===== config.mk =====
export PLATFORM = sky130hd
export DESIGN_NAME = truth_table_sweeper
export DESIGN_NICKNAME = d
export VERILOG_FILES = /design/src/rtl/truth_table_sweeper.sv
export SDC_FILE = /design/constraint.sdc
export NUM_CORES = 1
export LEC_CHECK = 0
export ABC_AREA = 1
export BUFFER_PORTS_ARGS = -buffer_cell sky130_fd_sc_hd__buf_2
export CAP_MARGIN = 20
export CORE_MARGIN = 2
export CORE_UTILIZATION = 35
export DETAILED_ROUTE_END_ITERATION = 7
export PLACE_DENSITY = 0.54
export SETUP_SLACK_MARGIN = 0.4
export SLEW_MARGIN = 20
export SYNTH_ARGS = -nofsm -noshare
export SYNTH_HDL_FRONTEND = slang
export SYNTH_SLANG_ARGS = --single-unit

===== constraint.sdc =====
create_clock -name clk -period 1.9 [get_ports clk]
set_clock_uncertainty 0.2 [all_clocks]
set_input_delay 0.19 -clock clk [delete_from_list [all_inputs] [get_ports clk]]
set_output_delay 0.19 -clock clk [all_outputs]
set_load 0.005 [all_outputs]

===== src/rtl/truth_table_sweeper.sv =====
// -----------------------------------------------------------------------------
// truth_table_sweeper
//
// On-chip exhaustive sweep of a combinational N_IN-input boolean function.
// On start, every input vector 0 .. 2^N_IN-1 is driven onto the function in
// turn. Each vector is held for SETTLE cycles, then the function output is
// captured into a packed truth table and a running minterm count.
//
// Optional build macro: SWEEPER_COMPARE_EN
//   Defined   : adds the 'expected' golden-table input. Each captured bit is
//               compared to it, and the first miscompare of a sweep is flagged.
//   Undefined : no comparator; mismatch and first_err_idx are constant 0.
//
// Parameters
//   N_IN    number of function inputs (1..6); the table is 2^N_IN bits wide
//   SETTLE  cycles each vector is held before sampling (>= 1)
//
// Ports
//   clk            rising-edge clock
//   rst            asynchronous, active-high reset
//   start          sweep request, honoured in IDLE only
//   f_in           output of the function under test
//   expected       golden truth table (SWEEPER_COMPARE_EN only)
//   vec_out        vector driven to the function; MSB is the first input (a)
//   busy           high while a sweep is running
//   done           one-cycle pulse when a sweep completes
//   table_out      captured truth table, bit i = f(i)
//   ones_count     number of 1 bits captured
//   mismatch       sticky miscompare flag (0 without SWEEPER_COMPARE_EN)
//   first_err_idx  vector of the first miscompare (0 without SWEEPER_COMPARE_EN)
// -----------------------------------------------------------------------------
`timescale 1ns/1ps

module truth_table_sweeper #(
    parameter int N_IN   = 4,
    parameter int SETTLE = 1
) (
    input  logic                   clk,
    input  logic                   rst,
    input  logic                   start,
    input  logic                   f_in,
`ifdef SWEEPER_COMPARE_EN
    input  logic [(1<<N_IN)-1:0]   expected,
`endif
    output logic [N_IN-1:0]        vec_out,
    output logic                   busy,
    output logic                   done,
    output logic [(1<<N_IN)-1:0]   table_out,
    output logic [N_IN:0]          ones_count,
    output logic                   mismatch,
    output logic [N_IN-1:0]        first_err_idx
);

    // Settle counter runs 0 .. SETTLE-1; keep it at least one bit wide.
    localparam int CW = (SETTLE > 1) ? $clog2(SETTLE) : 1;

    typedef enum logic [1:0] {
        IDLE = 2'd0,
        RUN  = 2'd1,
        DONE = 2'd2
    } state_t;

    state_t          state;
    state_t          state_nxt;
    logic [CW-1:0]   settle_cnt;
    logic            accept;     // start taken this cycle
    logic            sample;     // f_in captured this cycle
    logic            last_vec;

    assign last_vec = (vec_out == {N_IN{1'b1}});

    // NOTE: sequential state uses non-blocking (<=) so every register samples
    // pre-edge values; blocking here would create order-dependent races.
    always_ff @(posedge clk or posedge rst) begin
        if (rst) begin
            state <= IDLE;
        end else begin
            state <= state_nxt;
        end
    end

    // NOTE: every output of this block gets a default first, so no path leaves
    // a signal unassigned and no latch is inferred.
    always_comb begin
        state_nxt = state;
        busy      = 1'b0;
        done      = 1'b0;
        accept    = 1'b0;
        sample    = 1'b0;
        case (state)
            IDLE: begin
                if (start) begin
                    accept    = 1'b1;
                    state_nxt = RUN;
                end
            end
            RUN: begin
                busy = 1'b1;
                if (settle_cnt == CW'(SETTLE - 1)) begin
                    sample = 1'b1;
                    if (last_vec) begin
                        state_nxt = DONE;
                    end
                end
            end
            DONE: begin
                // start is deliberately not looked at here.
                done      = 1'b1;
                state_nxt = IDLE;
            end
            default: begin
                state_nxt = IDLE;
            end
        endcase
    end

    // Sweep datapath. The table is a flat register (not a RAM), so it is
    // cleared by reset along with the rest of the visible state.
    always_ff @(posedge clk or posedge rst) begin
        if (rst) begin
            vec_out    <= '0;
            settle_cnt <= '0;
            table_out  <= '0;
            ones_count <= '0;
        end else if (accept) begin
            vec_out    <= '0;
            settle_cnt <= '0;
            table_out  <= '0;
            ones_count <= '0;
        end else if (sample) begin
            table_out[vec_out] <= f_in;
            ones_count         <= ones_count + {{N_IN{1'b0}}, f_in};
            settle_cnt         <= '0;
            // Wraps to 0 after the last vector, leaving vec_out idle at 0.
            vec_out            <= vec_out + N_IN'(1);
        end else if (busy) begin
            settle_cnt <= settle_cnt + CW'(1);
        end
    end

`ifdef SWEEPER_COMPARE_EN
    // Only the first miscompare of a sweep is recorded; later ones are ignored
    // so first_err_idx always points at the lowest failing vector.
    always_ff @(posedge clk or posedge rst) begin
        if (rst) begin
            mismatch      <= 1'b0;
            first_err_idx <= '0;
        end else if (accept) begin
            mismatch      <= 1'b0;
            first_err_idx <= '0;
        end else if (sample && !mismatch && (f_in != expected[vec_out])) begin
            mismatch      <= 1'b1;
            first_err_idx <= vec_out;
        end
    end
`else
    assign mismatch      = 1'b0;
    assign first_err_idx = '0;
`endif

endmodule


; ---- Word level (Yosys, flattened, before mapping)
; Cells that the tools add are included.
[op_classes]
mux = 22
addsub = 3
magnitude_cmp = 2
n_eq_ne = 6
reduce_logical = 5
[ops]
columns = cell, count
row1 = 16-bit 2-to-1 mux, 2
row2 = 16-bit bitwise mux, 1
row3 = 1-bit 2-to-1 mux, 10
row4 = 5-bit 2-to-1 mux, 2
row5 = 4-bit 2-to-1 mux, 2
row6 = 2-bit 2-to-1 mux, 3
row7 = 2-bit inequality test (second input constant), 3
row8 = 5-bit by 1-bit adder with 5-bit output, 1
row9 = 4-bit by 5-bit less-than comparator with 1-bit output (second input constant), 1
row10 = 4-bit by 1-bit adder with 4-bit output (second input constant), 1
row11 = 1-bit demux with 4-bit select, 1
row12 = 4-bit == test (second input constant), 1
row13 = 4-bit by 1-bit >= comparator with 1-bit output (second input constant), 1
row14 = 2-bit case mux with 2 select lines, 1
row15 = 3-bit AND reduction, 1
row16 = 3-bit nonzero test, 1
row17 = 2-bit by 1-bit == test with 1-bit output (second input constant), 1
row18 = 2-bit == test (second input constant), 1
row19 = 2-bit logical NOT, 1
row20 = 2-bit nonzero test, 1
row21 = 1-bit adder (second input constant), 1
row22 = 1-bit logical AND, 1
[word_totals]
word_cells = 43
input_bits = 4
ff_bits = 28

; ---- Longest topological paths before layout
; Gate-level depths: netlist of run 1.
[depth]
word_depth = 7
mapped_depth = 8

; ---- Worst setup path before layout of run 1
; No wires, ideal clock.
[synth_path]
kind = register to register
startpoint = register ones_count[0]
endpoint = register ones_count[4]
t_arrival_ns = 1.055
setup_ns = 0.119
path_buffers = 0
path_slack_ns = 0.526
period_less_slack_ns = 1.374
path_stages_with_launch = 7
required_ns = 1.581
cell_sequence = dfrtp_1 ha_1 ha_1 nand2_1 nor2_1 a21oi_1 nor2_1
[synth_between]
elab_chain_cells = 3
[synth_rtl]
columns = element, line
row1 = from (decl), 49  ; output logic [N_IN:0] ones_count,
row2 = from (signal assigned), 132  ; ones_count <= ones_count + {{N_IN{1'b0}}, f_in};
row3 = 5-bit by 1-bit adder with 5-bit output, 132
row4 = 5-bit 2-to-1 mux, 130  ; end else if (sample) begin
row5 = 5-bit 2-to-1 mux, 125  ; end else if (accept) begin
; Every way passes these cells. The select of a mux whose other input is x is not followed.
; A chain may end at the register's enable or synchronous reset.

; ---- Worst setup path in the final report of run 1
[layout_path]
startpoint = register vec_out[0]
endpoint = output vec_out[0]
[layout_lines]
columns = element, line
row1 = from (decl), 45  ; output logic [N_IN-1:0] vec_out,
row2 = from (signal assigned), 135  ; vec_out <= vec_out + N_IN'(1);
; No word-level cell between the ends.

==> metrics.log, run 1 <==
INFO  metric status = completed
INFO  metric n_antenna_cell = 0
INFO  metric std_cell_rows = 24
INFO  metric syn-cell-area = 1635 µm²
INFO  metric yosysWarnings = 0
INFO  metric design.die.area = 5235 µm²
INFO  metric boundaryPins = 36
INFO  metric synth.avg_cell_area = 7.301 µm²
INFO  metric horizontal_die_dimension = 72.36 µm
INFO  metric detail-route-antenna-nets = 0
INFO  metric 1st_pass_router_iterations = 4
INFO  metric hold_start = f_in
INFO  metric first_global_vias = 1417
INFO  metric power.share.switching = 44.37%
INFO  metric cp_max_fo = 6
INFO  metric synthMuxAreaShare = 0%
INFO  metric grt_max_degree = 29
INFO  metric seq_power_share = 35.7%
INFO  metric cts.sinks = 28
INFO  metric synth-adder-area-share = 4.591%
INFO  metric time_the_final_worst_path_needs_with_i_o_delays_and_setup = 1448 ps
INFO  metric synth_register_bits = 28
INFO  metric die_height = 72.36 µm
INFO  metric critical-path-top-delay-family = flip-flops
INFO  metric setup_tns = 0 ps
INFO  metric synth_xor_area_share = 0%
INFO  metric postSynthCellCount = 224
INFO  metric power_density = 1517 nW/µm²
INFO  metric route.vias.total = 1467
INFO  metric critical_path_class = flip-flop to output pin
INFO  metric timing.critical_path.cells = buf_4, buf_2
INFO  metric static-leakage-power = 1.145 nW
INFO  metric grt_remaining_overflow = 0
INFO  metric pwr-share-comb = 51.8%
INFO  metric core_region_area = 4414 µm²
INFO  metric final_net_count = 272
INFO  metric r2r_setup_slack = 450 ps
INFO  metric post_route_cells_drive_above_1_share = 29.12%
INFO  metric dp.final_hpwl = 2.449 mm
INFO  metric track_usage = 15.34%
INFO  metric finalWirelength = 4.008 mm
INFO  metric clock_share_of_power = 12.4%
INFO  metric synth_top_family_by_area = simple AND/OR/NAND/NOR gates
INFO  metric cell_with_the_largest_stage_delay_on_the_worst_path = sky130_fd_sc_hd__dfrtp_2
INFO  metric worst-endpoint-arrival = 1060 ps
INFO  metric vdd_drop_max = 0.6929 mV
INFO  metric critical_path.max_stage_delay = 500 ps
INFO  metric gpl.final_weighted_congestion = 0.7396
INFO  metric critical_path.startpoint_type = flip-flop
INFO  metric clock_tree_from_tritoncts = built
INFO  metric cts.reportedPaths.clkPinSlew = 100 ps
INFO  metric p_r_area_growth_vs_syn = 27.01%
INFO  metric holdCritPathClass = input pin to flip-flop
INFO  metric crit-reg2reg-capture = vec_out[0]
INFO  metric finalSetupViolCount = 0
INFO  metric routed_wire_length_per_instance = 12.81 µm
INFO  metric drt_drc_violations_left = 0
INFO  metric rr_startpoint = state[0]
INFO  metric synth_compound_gate_area_share = 5.815%
INFO  metric cts_buffers = 3
INFO  metric clk-insertion-delay-late = 290 ps
INFO  metric total_power_consumption_of_the_routed_design = 3.151 mW
INFO  metric rsz0062_at_grt = yes
INFO  metric number_of_antenna_violations_at_the_first_check_in_global_routing = 0
INFO  metric h-tree-depth = 1
INFO  metric finalHoldViolations = 0
INFO  metric finalMaxSlewViolations = 0
INFO  metric netlist-cell-type-count = 17
INFO  metric cts_max_path_buffers = 2
INFO  metric avgViaCountPerCell = 4.687
INFO  metric count_of_input_and_output_buffers = 30
INFO  metric drt-initial-drc-count = 32
INFO  metric critical_path.endpoint_type = output pin
INFO  metric effective_utilization_at_floorplan = 37.05%
INFO  metric count_of_buffer_and_inverter_cells_on_the_critical_path = 2
INFO  metric switching_power = 1.398 mW
INFO  metric timing.max_cap.violations = 0
INFO  metric hold-path-cell-count = 3
INFO  metric cells_on_worst_reg2reg_path = 5
INFO  metric hold_end = table_out[15]
INFO  metric internal-power = 1.753 mW
INFO  metric global_route_wire_length_before_repair = 6.389 mm
INFO  metric fmax = 690.7 MHz
INFO  metric worst_ep_required_time = 1510 ps
INFO  metric synth_simple_gate_area_share = 32.90%
INFO  metric layout_worst_path_cycle_share = 76.20%
INFO  metric synth_seq_area_share = 42.85%
INFO  metric root_buffer = sky130_fd_sc_hd__clkbuf_8
## state kept, by name (all words and copies together) (netlist names)
name and count:
state 2, settle_cnt 1, ones_count 5, table_out 16, vec_out 4
## synth_stat cells, drive strengths merged
master  number  area, µm²
buf         15      117.6
nand3       20      100.1
o21ai       15      75.07
dfrtp       28      700.7
conb         1      3.750
a21oi        4      20.02
nand4        4      25.02
nand3b       1      20.02
ha           6      75.07
inv         28      105.1
nand2       76      292.8
nor2        26      100.1
## per-stage QoR
step | setup WS [ps] | area [µm²] | utilization (%) | hold slack, ps | cells
2_1_floorplan | 526.0 | 1650 | - | 55.41 | 228
3_3_place_gp | 377.2 | 1778 | 40.28 | 85.22 | 299
3_5_place_dp | 372.9 | 1778 | 40.28 | 92.37 | 299
4_1_cts | 386.8 | 1866 | 42.26 | 2.167 | 306
5_1_grt | 366.8 | 2077 | 47.05 | 47.50 | 313
6_report | 452.3 | 2077 | 47.05 | 35.64 | 313
## power by group through the flow
stage	combinational (mW)	clock, mW	sequential, mW
2_1_floorplan	0.974	0	1.03
3_3_place_gp	1.32	0	1.08
3_5_place_dp	1.33	0	1.08
4_1_cts	1.36	0.403	1.07
5_1_grt	1.88	0.426	1.16
6_report	1.63	0.392	1.13
## area by class of cell
class                           count  area, µm²
Timing Repair Buffer               43      285.3
Fill cell                         448       2337
Clock buffer                        4      55.05
Multi-Input combinational cell    158      852.1
Tap cell                           52      65.06
Inverter                           28      112.6
Sequential cell                    28      706.9
## worst min-delay path: stages
cell                      delay, ps
sky130_fd_sc_hd__buf_2          150
sky130_fd_sc_hd__nand4_1        100
sky130_fd_sc_hd__nand2_1         50
## worst max path at each step
stage	from	end	slack, ps	depth (start not counted)
after floorplan	ones_count[0]	ones_count[4]	530	6
after global placement	vec_out[1]	table_out[15]	380	6
after detailed placement	vec_out[0]	state[0]	370	4
after CTS	vec_out[0]	table_out[12]	390	7
after global routing	vec_out[0]	table_out[4]	370	7
final	vec_out[0]	vec_out[0]	450	2
## per-layer routing
metal  track usage (%)  up-vias  part of all wire, %
li1                  -      756                    -
met2             25.28       23                   47
met5                 0        -                    0
met3             2.361        5                  3.3
met4             4.403        0                  1.3
met1             20.88      683                   49
## cell usage in the layout (no fill, tap or decap)
master	instances
sky130_fd_sc_hd__a21oi_1	4
sky130_fd_sc_hd__buf_2	30
sky130_fd_sc_hd__buf_4	7
sky130_fd_sc_hd__buf_6	2
sky130_fd_sc_hd__buf_8	1
sky130_fd_sc_hd__clkbuf_16	1
sky130_fd_sc_hd__clkbuf_8	4
sky130_fd_sc_hd__conb_1	5
sky130_fd_sc_hd__dfrtp_1	23
sky130_fd_sc_hd__dfrtp_2	5
sky130_fd_sc_hd__dlygate4sd3_1	2
sky130_fd_sc_hd__ha_2	1
sky130_fd_sc_hd__ha_4	5
sky130_fd_sc_hd__inv_1	22
sky130_fd_sc_hd__inv_2	3
sky130_fd_sc_hd__inv_4	3
sky130_fd_sc_hd__nand2_1	72
sky130_fd_sc_hd__nand2_2	2
sky130_fd_sc_hd__nand2_4	2
sky130_fd_sc_hd__nand3_1	18
sky130_fd_sc_hd__nand3_2	2
sky130_fd_sc_hd__nand3b_4	2
sky130_fd_sc_hd__nand4_1	4
sky130_fd_sc_hd__nor2_1	20
sky130_fd_sc_hd__nor2_2	5
sky130_fd_sc_hd__nor2_4	1
sky130_fd_sc_hd__o21ai_0	13
sky130_fd_sc_hd__o21ai_1	2
## timing repair
action	in CTS	in global routing
setup buffers	1	5
gates cloned	0	2
hold buffers	2	0
hold endpoints to repair	29	0
pin swaps	0	7
setup endpoints to repair	11	25
gates resized for setup	3	39
## logic make-up after synthesis
logic type | count (synthesis)
flops | 28
simple gates | 127
other cells | 1
buf+inv | 43
compound gates | 19
fa+ha+maj | 6
Note: power is estimated with default switching activity, not from simulation.
==> run 2, diff against run 1 <==
--- a/config.mk
+++ b/config.mk
@@ -5,13 +5,13 @@
 export SDC_FILE = /design/constraint.sdc
 export NUM_CORES = 1
 export LEC_CHECK = 0
-export ABC_AREA = 1
+export ABC_AREA = 0
 export BUFFER_PORTS_ARGS = -buffer_cell sky130_fd_sc_hd__buf_2
 export CAP_MARGIN = 20
 export CORE_MARGIN = 2
 export CORE_UTILIZATION = 35
 export DETAILED_ROUTE_END_ITERATION = 7
-export PLACE_DENSITY = 0.54
+export PLACE_DENSITY = 0.57
 export SETUP_SLACK_MARGIN = 0.4
 export SLEW_MARGIN = 20
 export SYNTH_ARGS = -nofsm -noshare
==> constraint.sdc (replaced) <==
create_clock -name clk -period 1.2 [get_ports clk]
set_clock_uncertainty 0.2 [all_clocks]
set_input_delay 0.12 -clock clk [delete_from_list [all_inputs] [get_ports clk]]
set_output_delay 0.12 -clock clk [all_outputs]
set_load 0.005 [all_outputs]
==> run 2 against run 1 <==
Effect of this change: the run now ends with negative hold slack, negative setup slack left; register-to-register slack lost 780 ps; cell area is 4.9% higher; first-iteration DRC count grew 6.3%; worst setup slack lost 780 ps; critical path type is now flip-flop to flip-flop; highest routed layer unchanged.
==> metrics.log, run 2 <==
INFO  metric dp.final_hpwl = 2.272 mm (was 2.449 mm)
INFO  metric mostFrequentLayoutCell = sky130_fd_sc_hd__buf_4 (was sky130_fd_sc_hd__nand2_1)
INFO  metric horizontal_die_dimension = 67.67 µm (was 72.36 µm)
INFO  metric avgViaCountPerCell = 4.628 (was 4.687)
INFO  metric cts_buffers = 3 (unchanged)
INFO  metric register_area = 705.7 µm² (was 706.9 µm²)
INFO  metric worst_ep_required_time = 1160 ps (was 1510 ps)
INFO  metric die_height = 67.67 µm (was 72.36 µm)
INFO  metric detailed_place.area = 1817 µm² (was 1778 µm²)
INFO  metric synth_most_common_cell = sky130_fd_sc_hd__dfrtp_1 (was sky130_fd_sc_hd__nand2_1)
INFO  metric rsz0062_at_grt = yes (unchanged)
INFO  metric finalWirelength = 3.272 mm (was 4.008 mm)
INFO  metric stdcell_area = 2180 µm² (was 2077 µm²)
INFO  metric synth_seq_area_share = 49.38% (was 42.85%)
INFO  metric finalMaxSlewViolations = 0 (unchanged)
INFO  metric count_of_input_and_output_buffers = 30 (unchanged)
INFO  metric mostFrequentLayoutCells = 29 x sky130_fd_sc_hd__buf_4, 24 x sky130_fd_sc_hd__buf_2, 24 x sky130_fd_sc_hd__dfrtp_1 (was 72 x sky130_fd_sc_hd__nand2_1, 30 x sky130_fd_sc_hd__buf_2, 23 x sky130_fd_sc_hd__dfrtp_1)
INFO  metric time_the_final_worst_path_needs_with_i_o_delays_and_setup = 1530 ps
INFO  metric n_antenna_cell = 0 (unchanged)
INFO  metric postSynthCellCount = 132 (was 224)
INFO  metric total_power_consumption_of_the_routed_design = 5.097 mW (was 3.151 mW)
INFO  metric grt_remaining_overflow = 0 (unchanged)
INFO  metric clk-insertion-delay-late = 280 ps (was 290 ps)
INFO  metric number_of_antenna_violations_at_the_first_check_in_global_routing = 0 (unchanged)
INFO  metric area_occupied_by_multi_input_gates = 749.5 µm² (was 852.1 µm²)
INFO  metric gpl.final_weighted_congestion = 0.7540 (was 0.7396)
INFO  metric hold-worst-slack = -390.8 ps (was 35.64 ps)
INFO  metric holdCritPathClass = input pin to async pin (was input pin to flip-flop)
INFO  metric final_net_count = 211 (was 272)
INFO  metric worst-endpoint-arrival = 1490 ps (was 1060 ps)
INFO  metric synth_edf_count = 0 (unchanged)
INFO  metric h-tree-depth = 1 (unchanged)
INFO  metric syn-cell-area = 1419 µm² (was 1635 µm²)
INFO  metric first_global_vias = 1161 (was 1417)
INFO  metric wl_met2 = 1.647 mm (was 1.877 mm)
INFO  metric synth.top_cells.by_count = 28 x sky130_fd_sc_hd__dfrtp_1, 23 x sky130_fd_sc_hd__nand2_1, 19 x sky130_fd_sc_hd__mux2i_1 (was 73 x sky130_fd_sc_hd__nand2_1, 28 x sky130_fd_sc_hd__dfrtp_1, 28 x sky130_fd_sc_hd__inv_1)
INFO  metric design.die.area = 4579 µm² (was 5235 µm²)
INFO  metric grt_max_degree = 20 (was 29)
INFO  metric std_cell_rows = 23 (was 24)
INFO  metric root_buffer = sky130_fd_sc_hd__clkbuf_8 (unchanged)
INFO  metric cp_max_fo = 16 (was 6)
INFO  metric clock_tree_from_tritoncts = built (unchanged)
INFO  metric final_critical_path_setup_slack = -330.5 ps (was 452.3 ps)
INFO  metric detail_route.wirelength.met1 = 1.448 mm (was 1.947 mm)
INFO  metric critical_path.endpoint_type = flip-flop (was output pin)
INFO  metric post_route_cells_drive_above_1_share = 49.50% (was 29.12%)
INFO  metric cts.sinks = 28 (unchanged)
INFO  metric status = complete, but fails checks (was completed)
INFO  metric cts.reportedPaths.clkPinSlew = 100 ps (about the same)
INFO  metric reg_top3 = table_out x16, ones_count x5, vec_out x4 (unchanged)
INFO  metric finalHoldViolations = 28 (was 0)
INFO  metric synth.avg_cell_area = 10.75 µm² (was 7.301 µm²)
INFO  metric synthDominantAreaCellType = sky130_fd_sc_hd__dfrtp_1 (unchanged)
INFO  metric r2r_setup_slack = -330 ps (was 450 ps)
INFO  metric cts_max_path_buffers = 2 (unchanged)
INFO  metric route.top_layer_used = met4 (unchanged)
INFO  metric filler_cells = 356 (was 448)
INFO  metric final_standard_cell_utilization_of_the_core = 55.28% (was 47.05%)
INFO  metric yosysWarnings = 0 (unchanged)
INFO  metric cp-startpoint = state[0] (was vec_out[0])
INFO  metric cp-endpoint = table_out[4] (was vec_out[0])
INFO  metric rr_startpoint = state[0] (unchanged)
INFO  metric route.met3.wl = 156 µm (was 131 µm)
INFO  metric 1st_pass_router_iterations = 4 (unchanged)
INFO  metric largest-register = table_out (unchanged)
INFO  metric yosys-top-cells-area = sky130_fd_sc_hd__dfrtp_1 49%, sky130_fd_sc_hd__mux2i_1 13%, sky130_fd_sc_hd__nand2_1 6.1% (was sky130_fd_sc_hd__dfrtp_1 43%, sky130_fd_sc_hd__nand2_1 17%, sky130_fd_sc_hd__inv_1 6.4%)
INFO  metric critical_path_class = flip-flop to flip-flop (was flip-flop to output pin)
INFO  metric synth_flop_cell = sky130_fd_sc_hd__dfrtp_1 (unchanged)
INFO  metric largest_register_ff_count = 16 (unchanged)
INFO  metric netlist.area_leader.share = 49.38% (was 42.85%)
INFO  metric netlist-cell-type-count = 24 (was 17)
INFO  metric vdd_drop_max = 0.9302 mV (was 0.6929 mV)
INFO  metric drt-initial-drc-count = 34 (was 32)
INFO  metric detail-route-antenna-nets = 0 (unchanged)
INFO  metric p_r_area_growth_vs_syn = 53.62% (was 27.01%)
INFO  metric ys_async_sr_fraction = 100.0% (unchanged)
INFO  metric layout_worst_path_cycle_share = 127.5%
INFO  metric core_region_area = 3943 µm² (was 4414 µm²)
INFO  metric track_usage = 16.06% (was 15.34%)
INFO  metric boundaryPins = 36 (unchanged)
INFO  metric cells_on_worst_reg2reg_path = 4 (was 5)
INFO  metric effective_utilization_at_floorplan = 35.99% (was 37.05%)
INFO  metric violations_in_the_final_reports = negative hold slack, negative setup slack
INFO  metric timing.max_cap.violations = 0 (unchanged)
INFO  metric routed_wire_length_per_instance = 13.09 µm (was 12.81 µm)
INFO  metric power_density = 2338 nW/µm² (was 1517 nW/µm²)
INFO  metric crit-reg2reg-capture = table_out[4] (was vec_out[0])
INFO  metric synth_register_bits = 28 (unchanged)
INFO  metric global_route_wire_length_before_repair = 5.478 mm (was 6.389 mm)
INFO  metric route.vias.total = 1157 (was 1467)
INFO  metric critical_path.startpoint_type = flip-flop (unchanged)
INFO  metric drt_drc_violations_left = 0 (unchanged)
INFO  metric fmax = 653.4 MHz
INFO  metric static-leakage-power = 1.160 nW (was 1.145 nW)
INFO  metric finalSetupViolCount = 35 (was 0)
==> run 2: cell count changes after synthesis, moves of 4 or more <==
cell	delta
sky130_fd_sc_hd__inv_1	-25
sky130_fd_sc_hd__a21oi_1	-4
sky130_fd_sc_hd__nor2_1	-19
sky130_fd_sc_hd__mux2i_1	+19
sky130_fd_sc_hd__nand2_1	-50
sky130_fd_sc_hd__nand3_1	-9
sky130_fd_sc_hd__o21ai_0	-13
==> run 2: worst min-delay path by stage <==
stage / cells after the start / slack (ps) / to / from
floorplan: 1 / -180 / ones_count[0] / rst
global placement: 2 / -80 / settle_cnt / rst
detailed placement: 2 / -70 / settle_cnt / rst
CTS: 2 / -380 / ones_count[1] / rst
global route: 2 / -360 / vec_out[0] / rst
finish: 2 / -390 / vec_out[1] / rst
==> run 2: repair_timing <==
action | in CTS | in global routing
gates cloned | 0 | 0
setup endpoints to repair | 55 | 55
endpoints found under the hold margin | 28 | 28
buffers inserted | 12 | 7
pin swaps | 6 | 3
gates resized for setup | 20 | 12
==> run 2: final cells by class <==
type                            count  area share (%)
Multi-Input combinational cell     94           34.39
Sequential cell                    28           32.38
Timing Repair Buffer               71           26.41
Tap cell                           50           2.870
Clock buffer                        3           1.894
Clock inverter                      1           1.378
Inverter                            3          0.6889
==> run 2: cells by family (layout without fill, tap and decap cells) <==
logic type	Yosys count	after routing	synth area share, %
buffers and inverters	14	78	6.084
XOR/XNOR	3	3	1.852
other	1	5	0.2643
multiplexers	19	19	13.40
AND/OR/NAND/NOR	56	56	20.99
AO/OA/AOI/OAI	5	5	2.734
flip-flops	28	28	49.38
adder cells (fa/ha/maj)	6	6	5.291
==> run 2: through the flow <==
stage          hold slack, ps  worst slack, ps  TNS [ps]  cells
2_1_floorplan          -176.8           -278.4     -6163    136
3_3_place_gp           -78.13           -306.1     -7202    227
3_5_place_dp           -70.32           -333.6     -7692    227
4_1_cts                -375.0           -317.3     -8252    243
5_1_grt                -363.6           -375.4    -10060    250
6_report               -390.8           -330.5     -8316    250
==> run 2: metal layers <==
layer	global-route usage (%)	vias to the layer above
met5	0	-
met4	3.827	0
met3	2.167	4
met2	29.04	33
met1	20.06	545
li1	-	575
==> run 2: where the power goes <==
part	switching, mW	internal [mW]	leakage (nW)
clock network	0.296	0.447	0.0357
registers	0.276	1.30	0.360
logic	1.14	1.63	0.764
total	1.71	3.38	1.16
==> run 2: worst max-delay path, cell delays in order, from the launching register on <==
cell and delay (ps):
sky130_fd_sc_hd__dfrtp_1 430, sky130_fd_sc_hd__or3b_4 460, sky130_fd_sc_hd__buf_12 170, sky130_fd_sc_hd__nand2_1 80, sky130_fd_sc_hd__mux2i_1 70
